==> src/rtl/mem_ctrl_pkg.sv <==
// Shared definitions for the data memory controller.
//   F3_*     : RISC-V funct3 encodings for load/store widths
//   state_t  : controller FSM states
package mem_ctrl_pkg;

  localparam logic [2:0] F3_B  = 3'b000;
  localparam logic [2:0] F3_H  = 3'b001;
  localparam logic [2:0] F3_W  = 3'b010;
  localparam logic [2:0] F3_BU = 3'b100;
  localparam logic [2:0] F3_HU = 3'b101;

  typedef enum logic [2:0] {
    IDLE,
    LOAD,
    RMW_RD,
    WRITE,
    RESP
  } state_t;

endpackage

==> src/rtl/byte_lane_unit.sv <==
// Combinational byte-lane logic for the data memory controller.
// Ports:
//   funct3      in  3   access width / signedness
//   lane        in  2   byte offset within the word (addr[1:0])
//   load_word   in  32  word read from RAM for a load
//   old_word    in  32  word read from RAM during read-modify-write
//   store_data  in  32  CPU store data (low bits used for SB/SH)
//   load_data   out 32  extracted and sign/zero-extended load result
//   merged_word out 32  word to write back for a store
module byte_lane_unit
  import mem_ctrl_pkg::*;
(
  input  logic [2:0]  funct3,
  input  logic [1:0]  lane,
  input  logic [31:0] load_word,
  input  logic [31:0] old_word,
  input  logic [31:0] store_data,
  output logic [31:0] load_data,
  output logic [31:0] merged_word
);

  logic [31:0] byte_shifted;
  logic [31:0] half_shifted;
  logic [7:0]  byte_val;
  logic [15:0] half_val;

  // Shift the addressed byte/halfword down to bit 0 before extending.
  always_comb begin
    byte_shifted = load_word >> {lane, 3'b000};
    half_shifted = load_word >> {lane[1], 4'b0000};
    byte_val     = byte_shifted[7:0];
    half_val     = half_shifted[15:0];
    case (funct3)
      F3_B:    load_data = {{24{byte_val[7]}}, byte_val};
      F3_BU:   load_data = {24'h000000, byte_val};
      F3_H:    load_data = {{16{half_val[15]}}, half_val};
      F3_HU:   load_data = {16'h0000, half_val};
      default: load_data = load_word;
    endcase
  end

  // Sub-word stores keep the untouched bytes from the RMW read.
  always_comb begin
    merged_word = old_word;
    case (funct3)
      F3_B:    merged_word[{lane, 3'b000} +: 8]    = store_data[7:0];
      F3_H:    merged_word[{lane[1], 4'b0000} +: 16] = store_data[15:0];
      default: merged_word = store_data;
    endcase
  end

endmodule

==> src/rtl/data_mem_ctrl.sv <==
// Data memory controller: sequences CPU loads/stores into the data RAM.
// Sub-word stores use read-modify-write because the RAM always writes a
// full word. Out-of-range, misaligned or undefined accesses return a fault
// without touching the RAM.
// Ports:
//   clk, rst                 clock, synchronous active-high reset
//   req_valid/req_ready      request handshake (ready only in IDLE)
//   req_we, req_funct3       store flag and access width
//   req_addr, req_wdata      byte address and store data
//   resp_valid               one-cycle completion pulse
//   resp_rdata, resp_fault   load result / fault flag
//   ram_addr, ram_we         word-aligned RAM address and write enable
//   ram_wdata, ram_rdata     RAM write word / combinational read word
module data_mem_ctrl
  import mem_ctrl_pkg::*;
#(
  parameter int                     ADDRESS_WIDTH = 32,
  parameter logic [ADDRESS_WIDTH-1:0] RAM_BASE    = 'h1000,
  parameter logic [ADDRESS_WIDTH-1:0] RAM_TOP     = 'h1FFF
) (
  input  logic                     clk,
  input  logic                     rst,
  input  logic                     req_valid,
  output logic                     req_ready,
  input  logic                     req_we,
  input  logic [2:0]               req_funct3,
  input  logic [ADDRESS_WIDTH-1:0] req_addr,
  input  logic [31:0]              req_wdata,
  output logic                     resp_valid,
  output logic [31:0]              resp_rdata,
  output logic                     resp_fault,
  output logic [ADDRESS_WIDTH-1:0] ram_addr,
  output logic                     ram_we,
  output logic [31:0]              ram_wdata,
  input  logic [31:0]              ram_rdata
);

  state_t                     state;
  logic [2:0]                 funct3_q;
  logic [ADDRESS_WIDTH-1:0]   addr_q;
  logic [31:0]                wdata_q;
  logic [31:0]                merge_q;
  logic                       write_q;

  logic [ADDRESS_WIDTH-1:0]   span;
  logic                       in_range;
  logic                       misaligned;
  logic                       bad_funct3;
  logic                       fault;
  logic [31:0]                load_data;
  logic [31:0]                merged_word;

  // Range check compares the distance to RAM_TOP against the access span,
  // so an address near the top of the address space cannot wrap.
  always_comb begin
    case (req_funct3)
      F3_H, F3_HU: span = ADDRESS_WIDTH'(1);
      F3_W:        span = ADDRESS_WIDTH'(3);
      default:     span = '0;
    endcase
    in_range   = (req_addr >= RAM_BASE) && (req_addr <= RAM_TOP) &&
                 ((RAM_TOP - req_addr) >= span);
    misaligned = (((req_funct3 == F3_H) || (req_funct3 == F3_HU)) && req_addr[0]) ||
                 ((req_funct3 == F3_W) && (req_addr[1:0] != 2'b00));
    if (req_we)
      bad_funct3 = !((req_funct3 == F3_B) || (req_funct3 == F3_H) || (req_funct3 == F3_W));
    else
      bad_funct3 = !((req_funct3 == F3_B) || (req_funct3 == F3_H) || (req_funct3 == F3_W) ||
                     (req_funct3 == F3_BU) || (req_funct3 == F3_HU));
    fault = !in_range || misaligned || bad_funct3;
  end

  byte_lane_unit u_lanes (
    .funct3      (funct3_q),
    .lane        (addr_q[1:0]),
    .load_word   (ram_rdata),
    .old_word    (merge_q),
    .store_data  (wdata_q),
    .load_data   (load_data),
    .merged_word (merged_word)
  );

  // RAM address is only driven while the RAM is actually being accessed.
  // The write enable is gated by rst so a reset during WRITE never writes.
  always_comb begin
    if ((state == LOAD) || (state == RMW_RD) || (state == WRITE))
      ram_addr = {addr_q[ADDRESS_WIDTH-1:2], 2'b00};
    else
      ram_addr = '0;
    ram_we    = write_q && !rst;
    ram_wdata = (state == WRITE) ? merged_word : 32'h0;
  end

  // Main FSM; handshake and response outputs are registered so they
  // follow the state they belong to.
  always_ff @(posedge clk) begin
    if (rst) begin
      state      <= IDLE;
      req_ready  <= 1'b1;
      resp_valid <= 1'b0;
      resp_fault <= 1'b0;
      resp_rdata <= 32'h0;
      write_q    <= 1'b0;
      funct3_q   <= 3'b000;
      addr_q     <= '0;
      wdata_q    <= 32'h0;
      merge_q    <= 32'h0;
    end else begin
      case (state)
        IDLE: begin
          if (req_valid) begin
            funct3_q  <= req_funct3;
            addr_q    <= req_addr;
            wdata_q   <= req_wdata;
            req_ready <= 1'b0;
            if (fault) begin
              state      <= RESP;
              resp_valid <= 1'b1;
              resp_fault <= 1'b1;
            end else if (!req_we) begin
              state <= LOAD;
            end else if (req_funct3 == F3_W) begin
              state   <= WRITE;
              write_q <= 1'b1;
            end else begin
              state <= RMW_RD;
            end
          end
        end
        LOAD: begin
          resp_rdata <= load_data;
          resp_valid <= 1'b1;
          state      <= RESP;
        end
        RMW_RD: begin
          merge_q <= ram_rdata;
          write_q <= 1'b1;
          state   <= WRITE;
        end
        WRITE: begin
          write_q    <= 1'b0;
          resp_valid <= 1'b1;
          state      <= RESP;
        end
        RESP: begin
          resp_valid <= 1'b0;
          resp_fault <= 1'b0;
          resp_rdata <= 32'h0;
          req_ready  <= 1'b1;
          state      <= IDLE;
        end
        default: begin
          state     <= IDLE;
          req_ready <= 1'b1;
          write_q   <= 1'b0;
        end
      endcase
    end
  end

endmodule
==> config.mk <==
export PLATFORM = sky130hd
export DESIGN_NAME = data_mem_ctrl
export DESIGN_NICKNAME = d
export VERILOG_FILES = /design/src/rtl/mem_ctrl_pkg.sv /design/src/rtl/byte_lane_unit.sv /design/src/rtl/data_mem_ctrl.sv
export SDC_FILE = /design/constraint.sdc
export NUM_CORES = 1
export LEC_CHECK = 0
export CAP_MARGIN = 10
export CORE_MARGIN = 2
export CORE_UTILIZATION = 35
export CTS_CLUSTER_DIAMETER = 50
export DETAILED_ROUTE_END_ITERATION = 7
export SLEW_MARGIN = 0
export SYNTH_ARGS = -nofsm -noshare
export SYNTH_HDL_FRONTEND = slang
export SYNTH_SLANG_ARGS = --single-unit
==> constraint.sdc <==
create_clock -name clk -period 8.5 [get_ports clk]
set_clock_uncertainty 0.05 [all_clocks]
set_input_delay 2.55 -clock clk [delete_from_list [all_inputs] [get_ports clk]]
set_output_delay 2.55 -clock clk [all_outputs]
set_load 0.03 [all_outputs]
* Word level (Yosys, flattened, before mapping)
Index checks and enable logic that the tools add are counted.
** Storage, ports and cells
- Memories :: 0
- Register bits after elaboration :: 138
- Output and inout bits :: 100
- RAM bits :: 0
- Bits in read-only memories :: 0
- Latch bits :: 0
- Logic and storage cells :: 100
- Input bits :: 103
** Operators by class
- Mux-type cells :: 25
- Equality and inequality tests :: 16
- Magnitude comparators :: 3
- Reduce and logical (&&, ||, !) cells :: 35
- $mul :: 0
- Div/mod/pow operators :: 0
- Bitwise operators :: 2
- Shift operators :: 6
- Add/subtract/negate cells :: 3
** Operator list (number)
- 32-bit case mux with 2 select lines :: 2
- 32-bit case mux with 4 select lines :: 1
- 32-bit bitwise mux :: 2
- 32-bit 2-to-1 mux :: 2
- 32-bit by 13-bit >= comparator with 1-bit output (second input constant) :: 1
- 32-bit >= comparator :: 1
- 32-bit by 13-bit less-or-equal comparator with 1-bit output (second input constant) :: 1
- 16-bit by 7-bit variable shift with 32-bit output (first input constant) :: 1
- 8-bit by 7-bit variable shift with 32-bit output (first input constant) :: 1
- 16-bit by 7-bit indexed part select with 32-bit output :: 1
- 8-bit by 7-bit indexed part select with 32-bit output :: 1
- 32-bit by 5-bit >> shifter with 16-bit output :: 1
- 32-bit by 5-bit >> shifter with 8-bit output :: 1
- 13-bit by 32-bit subtractor with 32-bit output (first input constant) :: 1
- 3-bit equality test (second input constant) :: 5
- 5-bit negator with 7-bit output :: 2
- 1-bit logical OR :: 10
- 2-bit != test (second input constant) :: 5
- 3-bit by 1-bit equality test with 1-bit output (second input constant) :: 3
- 3-bit by 2-bit equality test with 1-bit output (second input constant) :: 3
- 3-bit zero test :: 3
- 1-bit 2-to-1 mux :: 9
- 3-bit case mux with 3 select lines :: 1
- 3-bit 2-to-1 mux :: 2
- 14 further kinds :: 30

* Logic depth before layout (Yosys ltp)
- Depth after elaboration :: 11
- Gate-level depth with buffers :: 11
- Mapped depth without buffers :: 11

* Cells and area by module
From an unflattened synthesis, not the netlist that was laid out.
** Second synthesis, totals
- Cells, all modules :: 1051
- Area total of the unflattened synthesis :: 7534.7 um2
** Modules (own cells, without submodules)
- data_mem_ctrl :: area each 5761.8 um2, times used 1, cells an instance 753, seq. area each 2762.6 um2
- byte_lane_unit :: area each 1773.0 um2, times used 1, cells an instance 298, seq. area each 0.0 um2

* Worst setup path before layout
No wires, ideal clock.
- Kind :: input to output
- Start point :: in rst
- End point :: out ram_we
- Stages on the path :: 1
- Path slack :: 2.893 ns
- Required time :: 5.900 ns
- Buffers on the path :: 0
- Arrival time :: 3.007 ns
- Cell sequence :: nor2b_1
** Between the ends
- Cells in the longest elaborated chain, start to end :: 2
** RTL lines
- start: declaration :: line data_mem_ctrl.sv:22 : input logic rst,
- 1-bit zero test :: line data_mem_ctrl.sv:90 : ram_we = write_q && !rst;
- 1-bit logical AND :: line data_mem_ctrl.sv:90
- end: declaration :: line data_mem_ctrl.sv:33 : output logic ram_we,
No other way between the ends.

* Worst setup path in the final report
Ends and elaborated chain as after synthesis.

==> flow_metrics.tcl <==
set metrics [dict create \
    track_usage_pct 23.4 \
    reg2reg_depth 5 \
    reg2reg_from "state[0]$_SDFFE_PP0P_" \
    crit_family "buffers and inverters" \
    final_max_slew_viol_count 0 \
    synth-async-reset-ratio_pct 0 \
    die_w_um 144 \
    wire_per_inst_um 17.6 \
    drc 0 \
    grt_pass1_vias 6853 \
    tightest_slew_ns 1.18 \
    coreArea_um2 19400 \
    path_max_fanout 69 \
    pin_count 203 \
    synth_common_cells "270 x nand2_1, 143 x a21oi_1, 138 x dfxtp_1, 62 x clkbuf_1, 59 x nor2_1" \
    arrival_ns 3.90 \
    synthCells 950 \
    clockRootBuffer "clkbuf_16" \
    finalCritPeriodShare_pct 76.4 \
    std_cell_rows 51 \
    peakVddDrop_uv 139 \
    drive_gt1_share_pct 4.46 \
    synth_cell_types 59 \
    hpwl_um 17500 \
    synth_edf_count 0 \
    cts_buffers 17 \
    vias 7446 \
    maxCapViolCount 0 \
    setup.worst_path.start "rst" \
    viasPerCell 5.37 \
    die-area_um2 20900 \
    regToRegSetupSlack_ns 5.60 \
    path_buf_inv 2 \
    cpPeakStageDelay_ns 0.64 \
    syn_area_per_cell_um2 7.27 \
    clock_sinks 138 \
    synth.most_common_cell "nand2_1" \
    cts_setup_buffers 0 \
    numPortBuffers 200 \
    grt_pass1_wl_um 37800 \
    cts_max_level 4 \
    slew_headroom_pct 21.0 \
    synth_top_area_share_pct 40.0 \
    grt_max_degree 71 \
    grt-ovfl-total 0 \
    wl_met2_um 11500 \
    n_antenna_cell 0 \
    crit_path_end "ram_we" \
    fin_crit_ns 6.50 \
    initial_core_util_pct 35.6 \
    tritoncts "yes" \
    wirelength_met1_um 10700 \
    power.leakage_nw 3.29 \
    die_y_um 144 \
    cp.depth 3 \
    synthTopCellsByArea "dfxtp_1 40%, nand2_1 15%, a21oi_1 10%" \
    finalSetupViolCount 0 \
    ys_seq_area_share_pct 40.0 \
    end_kind "output pin" \
    clock_latency_ns 0.41 \
    crit_type "primary input to output pin" \
    cp_cell_sequence "buf_4 -> nor2b_1 -> clkdlybuf4s50_1" \
    final_nets 1222 \
    hp-class "flip-flop to flip-flop" \
    cts-hold-fix-buffers 0 \
    synthFlopType "dfxtp_1" \
    required_ns 5.90 \
    dp.cells 1357 \
    drt_pass1_iterations 6 \
    path_clk_slew_ns 0.05 \
    fmax_mhz 154 \
    wl_met3_um 1760 \
    wl_um 24500 \
    tns_ns 0 \
    critPathSlowestCell "clkdlybuf4s50_1" \
    area_delta_synth_final_pct 39.6 \
    cts_max_path_buffers 2 \
    first_iter_violations 656 \
    post_cts_resized 0 \
    yosys_warnings 0 \
    status "complete, no violations" \
    synth_top_cell_by_area "dfxtp_1" \
    powerDensity_nw_per_um2 172 \
    start_kind "primary input" \
    stdcell_count 1387 \
    rsz0062_at_grt "no" \
    place.gp.congestion 0.883 \
    hold_viol_final 0 \
    drtAntennaViolNets 0 \
    synth_seq_cells 138 \
    top_layer_used "met4" \
    regToRegEndpoint "resp_rdata[28]$_SDFFE_PP0P_" \
    antenna_found_initial 0 \
    syn_area_um2 6910 \
]
## layout make-up
cell class                 count  area, µm²
fill                        2029       9760
sequential                   138       2760
clock inverter                 8        146
inverter                      23       86.3
tap                          265        332
clock buffer                  22        444
timing repair buffer         207       2050
multi-input combinational    724       3820
## state kept, by name, summed over array words and instances, names as in the netlist
| name | count |
|---|---|
| write_q | 1 |
| resp_valid | 1 |
| state | 3 |
| req_ready | 1 |
| resp_rdata | 32 |
| merge_q | 32 |
| addr_q | 32 |
| funct3_q | 3 |
| wdata_q | 32 |
| resp_fault | 1 |
## layer usage
layer / track usage, % / vias to the layer above
met4: 6.90 / 0
met3: 5.63 / 34
met5: 0 / -
li1: - / 3611
met1: 30.5 / 3503
met2: 38.5 / 298
## worst min-delay path by stage
stage                                  from                 endpoint  slack [ns]  depth (start not counted)
detailed placement  addr_q[25]$_SDFFE_PP0P_  addr_q[25]$_SDFFE_PP0P_        0.39                          2
floorplan           addr_q[10]$_SDFFE_PP0P_  addr_q[10]$_SDFFE_PP0P_        0.38                          2
CTS                 addr_q[25]$_SDFFE_PP0P_  addr_q[25]$_SDFFE_PP0P_        0.40                          2
finish               addr_q[3]$_SDFFE_PP0P_   addr_q[3]$_SDFFE_PP0P_        0.40                          2
global placement    addr_q[21]$_SDFFE_PP0P_  addr_q[21]$_SDFFE_PP0P_        0.39                          2
global route        addr_q[12]$_SDFFE_PP0P_  addr_q[12]$_SDFFE_PP0P_        0.42                          2
## where the power goes
group	switching [mW]	internal, mW
registers	0.0216	0.668
clock network	0.273	0.487
logic	0.118	0.0874
## per-stage QoR
| stage | worst slack (ns) | power, mW | area (µm²) | utilization, % | hold slack (ns) |
|---|---|---|---|---|---|
| 6_report | 2.00 | 1.66 | 9640 | 49.7 | 0.398 |
| 5_1_grt | 1.66 | 1.72 | 9640 | 49.7 | 0.421 |
| 4_1_cts | 1.98 | 1.67 | 9640 | 49.7 | 0.400 |
| 3_5_place_dp | 1.98 | 0.906 | 9050 | 46.7 | 0.392 |
| 3_3_place_gp | 1.99 | 0.904 | 9050 | 46.7 | 0.388 |
| 2_1_floorplan | 2.89 | 0.804 | 6910 | - | 0.382 |
## kinds of logic after synthesis
kind of cell	count (synthesis)	share of synthesized area, %
AO/OA/AOI/OAI	277	24.5
XOR/XNOR	5	0.634
adder cells (fa/ha/maj)	8	1.45
buffers and inverters	89	4.96
flip-flops	138	40.0
multiplexers	7	1.27
other	1	0.0543
AND/OR/NAND/NOR	425	27.1
## cell usage in the layout, fill, tap and decap left out, types with 9 or more instances in the layout
cell,n
clkbuf_16,17
a31oi_1,9
dfxtp_1,138
clkdlybuf4s50_1,199
nor3_1,19
inv_1,21
a22oi_1,16
and2_1,30
nor2_1,59
a21oi_1,143
a221oi_1,16
nand2_1,270
o21ai_0,42
## worst reg2reg max path: cells and delay by family, from the launching register on
kind / cells / cell delay (ns)
flops: 1 / 0.57
simple gates: 3 / 1.75
compound gates: 2 / 0.46
No activity file was read; power rests on OpenSTA's default activity.
